`config.mk`:
```
export PLATFORM = sky130hd
export DESIGN_NAME = forward_hazard_unit
export DESIGN_NICKNAME = d
export VERILOG_FILES = /design/src/rtl/cpu_types_pkg.sv /design/src/rtl/fwd_mux.sv /design/src/rtl/forward_hazard_unit.sv
export SDC_FILE = /design/constraint.sdc
export NUM_CORES = 1
export LEC_CHECK = 0
export BUFFER_PORTS_ARGS = -buffer_cell sky130_fd_sc_hd__buf_2
export CAP_MARGIN = 0
export CORE_MARGIN = 4
export CORE_UTILIZATION = 24
export DETAILED_ROUTE_END_ITERATION = 10
export HOLD_SLACK_MARGIN = 0.1
export PLACE_DENSITY = 0.56
export SYNTH_ARGS = -nofsm -noshare
export SYNTH_HDL_FRONTEND = slang
export SYNTH_HIERARCHICAL = 1
export SYNTH_SLANG_ARGS = --single-unit
export TNS_END_PERCENT = 5
```
`constraint.sdc`:
```
create_clock -name CLK -period 2 [get_ports CLK]
set_input_delay 0.1 -clock CLK [delete_from_list [all_inputs] [get_ports CLK]]
set_output_delay 0.1 -clock CLK [all_outputs]
set_load 0.01 [all_outputs]
```
`src/rtl/cpu_types_pkg.sv`:
```
// Shared datapath types for the pipelined MIPS core.
package cpu_types_pkg;

   localparam int unsigned WORD_W = 32;
   localparam int unsigned REG_W  = 5;

   typedef logic [WORD_W-1:0] word_t;
   typedef logic [REG_W-1:0]  regbits_t;

   typedef enum logic {IDLE, STALL} fhu_state_t;

endpackage

```
`src/rtl/fwd_mux.sv`:
```
// Single-operand priority selector: youngest matching write-back source wins, $0 never forwarded.
module fwd_mux
   import cpu_types_pkg::*;
#(
   parameter int unsigned NUM_SRC = 2
) (
   input  regbits_t              rsel,
   input  word_t                 rdat_in,
   input  logic [NUM_SRC-1:0]    src_wen,
   input  logic [NUM_SRC*5-1:0]  src_wsel,
   input  logic [NUM_SRC*32-1:0] src_wdat,
   output word_t                 rdat_out,
   output logic [2:0]            fwd_sel
);

   // Scan oldest to youngest so the lowest matching index is the last assignment.
   always_comb begin
      rdat_out = rdat_in;
      fwd_sel  = 3'd0;
      for (int i = NUM_SRC - 1; i >= 0; i--) begin
         if (src_wen[i] && (src_wsel[5*i +: 5] == rsel) && (rsel != '0)) begin
            rdat_out = src_wdat[32*i +: 32];
            fwd_sel  = 3'(i + 1);
         end
      end
   end

endmodule

```
`src/rtl/forward_hazard_unit.sv`:
```
// Operand forwarding across NUM_SRC write-back sources, load-use bubble FSM and stall counter.
module forward_hazard_unit
   import cpu_types_pkg::*;
#(
   parameter int unsigned NUM_SRC    = 2,
   parameter int unsigned LU_BUBBLES = 1,
   parameter int unsigned CNT_W      = 32
) (
   input  logic                  CLK,
   input  logic                  nRST,
   input  logic                  advance,
   input  logic                  flush,
   input  logic                  id_valid,
   input  regbits_t              id_rsel1,
   input  regbits_t              id_rsel2,
   input  regbits_t              ex_rsel1,
   input  regbits_t              ex_rsel2,
   input  word_t                 ex_rdat1_in,
   input  word_t                 ex_rdat2_in,
   input  logic                  ex_load,
   input  regbits_t              ex_wsel,
   input  logic [NUM_SRC-1:0]    src_wen,
   input  logic [NUM_SRC*5-1:0]  src_wsel,
   input  logic [NUM_SRC*32-1:0] src_wdat,
   input  logic                  cnt_clr,
   output word_t                 rdat1_out,
   output word_t                 rdat2_out,
   output logic [2:0]            fwd_sel1,
   output logic [2:0]            fwd_sel2,
   output logic                  stall_id,
   output logic [CNT_W-1:0]      stall_cycles
);

   localparam int unsigned CW = $clog2(LU_BUBBLES + 1);

   fhu_state_t       state_q, state_d;
   logic [CW-1:0]    cnt_q, cnt_d;
   logic [CNT_W-1:0] stall_cnt_q;
   logic             hz;

   fwd_mux #(.NUM_SRC(NUM_SRC)) u_fwd1 (
      .rsel     (ex_rsel1),
      .rdat_in  (ex_rdat1_in),
      .src_wen  (src_wen),
      .src_wsel (src_wsel),
      .src_wdat (src_wdat),
      .rdat_out (rdat1_out),
      .fwd_sel  (fwd_sel1)
   );

   fwd_mux #(.NUM_SRC(NUM_SRC)) u_fwd2 (
      .rsel     (ex_rsel2),
      .rdat_in  (ex_rdat2_in),
      .src_wen  (src_wen),
      .src_wsel (src_wsel),
      .src_wdat (src_wdat),
      .rdat_out (rdat2_out),
      .fwd_sel  (fwd_sel2)
   );

   assign hz = id_valid && ex_load && (ex_wsel != '0) &&
               ((ex_wsel == id_rsel1) || (ex_wsel == id_rsel2));

   // The first bubble is always the combinational hz cycle; STALL covers the remaining ones.
   always_comb begin
      state_d  = state_q;
      cnt_d    = cnt_q;
      stall_id = 1'b0;
      if (flush) begin
         state_d = IDLE;
         cnt_d   = '0;
      end else begin
         unique case (state_q)
            IDLE: begin
               stall_id = hz;
               if (hz && advance && (LU_BUBBLES > 1)) begin
                  state_d = STALL;
                  cnt_d   = CW'(LU_BUBBLES - 1);
               end
            end
            STALL: begin
               stall_id = 1'b1;
               if (advance) begin
                  if (cnt_q == CW'(1)) begin
                     state_d = IDLE;
                     cnt_d   = '0;
                  end else begin
                     cnt_d = cnt_q - CW'(1);
                  end
               end
            end
            default: begin
               state_d = IDLE;
               cnt_d   = '0;
            end
         endcase
      end
   end

   always_ff @(posedge CLK or negedge nRST) begin
      if (!nRST) begin
         state_q <= IDLE;
         cnt_q   <= '0;
      end else begin
         state_q <= state_d;
         cnt_q   <= cnt_d;
      end
   end

   always_ff @(posedge CLK or negedge nRST) begin
      if (!nRST) begin
         stall_cnt_q <= '0;
      end else if (cnt_clr) begin
         stall_cnt_q <= '0;
      end else if (stall_id && advance && (stall_cnt_q != '1)) begin
         stall_cnt_q <= stall_cnt_q + CNT_W'(1);
      end
   end

   assign stall_cycles = stall_cnt_q;

endmodule
```
==> impl_metrics.csv <==
group,metric,value,unit
outcome,status,"finished, final reports clean",
global_route,groute.usage.overall,0.191,
synthesis,async_flop_share,1.00,
clock_tree,htree_num_levels,2,
final_layout,final_common_cell,"buf_2",
critical_path,r2r-end,"stall_cycles[6]",
drt,drt-initial-drc-count,465,
pwr,switching_power,830,uW
global_route,grt_antenna_before_repair,1,
die,dieArea,0.0198,mm^2
final_layout,drive_gt1_frac,0.437,
final_layout,area_growth,54.4,%
drt,drt-pass1-iter-count,5,
pwr,p_total,2360,uW
critical_path,r2r_slack,40,ps
pwr,power_density,363,mW/mm^2
synthesis,synth.distinct_cells,47,
die,die_y,141,um
critical_path,r2r-start,"stall_cycles[17]",
pwr,p_sw_frac,0.351,
final_layout,num_antenna_cells,0,
timing,skew,4.49,ps
final_layout,utilization,0.378,
synthesis,synth_cells,591,
placement,place.detailed.hpwl,15700,um
die,io_pins,275,
pwr,power_frac_clock,0.310,
pwr,power_frac_seq,0.291,
critical_path,slowest_delay,610,ps
critical_path,critical_path_class,"reg2reg",
final_layout,layout_common_cells,"buf_2, nand3_1, nor3_1",
drt,drt_wl_total,20500,um
timing,slew_violations,0,
placement,port-buffer-count,272,
clock_tree,cts_root_buffer,"clkbuf_16",
critical_path,end_kind,"register",
critical_path,worstPathCellList,"nand4_4 -> or4_4 -> o21ai_4 -> nor3b_1 -> mux2_4",
timing,rsz0062_at_grt,"true",
pwr,leakage,0.00271,uW
global_route,grt_pass1_wl,31300,um
synthesis,synth_nets,764,
drt,wl_per_cell,18.4,um
timing,hold_viol_final,0,
pwr,vdd_ir_drop_max,0.000337,V
clock_tree,clkSinkCount,34,
synthesis,avgSynthCellArea,7.14,um^2
clock_tree,cts_buffers,5,
global_route,grt_max_degree,35,
timing,fin_crit_sh,0.982,
synthesis,syn-cell-area,0.00422,mm^2
critical_path,reg2regPathDepth,5,
synthesis,yosys_warnings,6,
timing,holdWs,321,ps
critical_path,cp_max_fo,7,
timing,relSlewSlack,0.472,
synthesis,seq_area_frac_synth,0.202,
die,initial_core_util,0.245,
final_layout,fin_nets,1060,
placement,placed_cell_area,0.00625,mm^2
drt,route.detailed.drc,0,
clock_tree,cts_tree,"yes",
drt,num_vias,6109,
drt,final_antenna_net_count,0,
drt,routed_via_density,5.49,
die,fp.dieW,141,um
timing,setup_viol,0,
clock_tree,path_clk_slew,50,ps
hold_path,whs_path_depth,2,
run,drv_cap,0,
clock_tree,worstSkewPairLatency,280,ps
timing,tightest_slew,792,ps
critical_path,required,2170,ps
clock_tree,clock_path_buffers,2,
critical_path,start_kind,"register",
synthesis,synthFlopType,"dfrtp_1",
synthesis,ys_ff_latch,34,
timing,max_freq,0.509,GHz
global_route,grt-ovfl-total,0,
pwr,p_int,1530,uW
final_layout,final_area,0.00651,mm^2
hold_path,holdPathEnd,"stall_cycles[29]",
placement,dp_slack,-24.8,ps
global_route,grt_pass1_vias,5789,
placement,gp_congestion,0.916,
die,rows,48,
synthesis,synth_edf_count,0,
timing,setup_slack,36.1,ps
critical_path,slowest_stage,"or4_4",
pwr,p_comb_frac,0.399,
die,core-area,0.0172,mm^2
timing,fin_crit,1960,ps
hold_path,worstHoldStart,"cnt_clr",
clock_tree,post_cts_buffers,0,
hold_path,hp-class,"in2reg",
critical_path,cp.arrival,2130,ps
per-layer routing:
| layer | share of wire | global-route usage | wire, um |
|---|---|---|---|
| met5 | 0.00098 | 0 | 20 |
| met4 | 0.025 | 0.0597 | 507 |
| met3 | 0.085 | 0.0358 | 1740 |
| met2 | 0.48 | 0.321 | 9820 |
| met1 | 0.41 | 0.246 | 8380 |
per-stage QoR:
stage	setup TNS (ps)	cells
2_1_floorplan	-184	591
3_3_place_gp	-9.61	1101
3_5_place_dp	-24.8	1101
4_1_cts	0	1112
5_1_grt	-170	1112
6_report	0	1112
flip-flops by register name (all words and copies together), names as in the netlist:
signal        cells
cnt_q             1
state_q           1
stall_cycles     32
cell usage after synthesis (all sizes together), types with 12 or more instances:
cell,n,share of area
nand3,79,0.095
nor3,71,0.087
o21ai,68,0.083
a31oi,64,0.095
clkbuf,37,0.033
dfrtp,34,0.20
xnor2,30,0.062
a21oi,29,0.034
or4,28,0.053
buf,24,0.046
o31ai,24,0.043
nand4,18,0.030
nand2,17,0.015
nor2,12,0.011
cell type report:
type | instances | area [um^2]
fill | 1866 | 10700
multi-input combinational | 491 | 3090
timing repair buffer | 350 | 2130
sequential | 34 | 855
tap | 225 | 282
clock buffer | 5 | 125
inverter | 5 | 18.8
clock inverter | 2 | 10.0
power groups by stage:
stage | Clock (uW) | Combinational [uW] | Sequential [uW]
after floorplan | 0 | 429 | 701
after global placement | 0 | 924 | 701
after detailed placement | 0 | 919 | 701
after CTS | 754 | 927 | 688
after global routing | 788 | 1010 | 688
final | 733 | 942 | 689
repair_timing:
| action | 4_1_cts | 5_1_grt |
|---|---|---|
| hold buffers | 4 | 0 |
| pin swaps | 0 | 5 |
| setup endpoints to repair | 1 | 33 |
| hold endpoints to repair | 36 | 0 |
| resized for setup | 1 | 15 |
kinds of logic (layout without fill, tap and decap cells):
| kind of cell | Yosys count | in the layout | synth area share |
|---|---|---|---|
| AO/OA/AOI/OAI | 199 | 199 | 0.294 |
| XOR/XNOR | 31 | 31 | 0.0644 |
| adder cells (fa/ha/maj) | 1 | 1 | 0.00297 |
| buffers and inverters | 66 | 362 | 0.0837 |
| flip-flops | 34 | 34 | 0.202 |
| multiplexers | 5 | 5 | 0.0157 |
| other | 2 | 2 | 0.00178 |
| AND/OR/NAND/NOR | 253 | 253 | 0.336 |
how the worst max path moves through the flow:
stage	slack, ps	from	depth (start not counted)	to
after floorplan	-60	stall_cycles[0]	7	stall_cycles[5]
after global placement	-10	stall_cycles[0]	6	stall_cycles[15]
after detailed placement	-20	stall_cycles[0]	6	stall_cycles[15]
after CTS	6	stall_cycles[9]	6	stall_cycles[26]
after global routing	-30	ex_rsel2[2]	8	rdat2_out[21]
final	40	stall_cycles[17]	5	stall_cycles[6]
critical path, delay by kind of cell, from the launching register on:
kind / cells / cell delay, ps
and+or+nand+nor: 3 / 860
AOI/OAI and AO/OA: 1 / 270
muxes: 1 / 310
DFF: 1 / 410
Power figures use the tool's default switching activity.
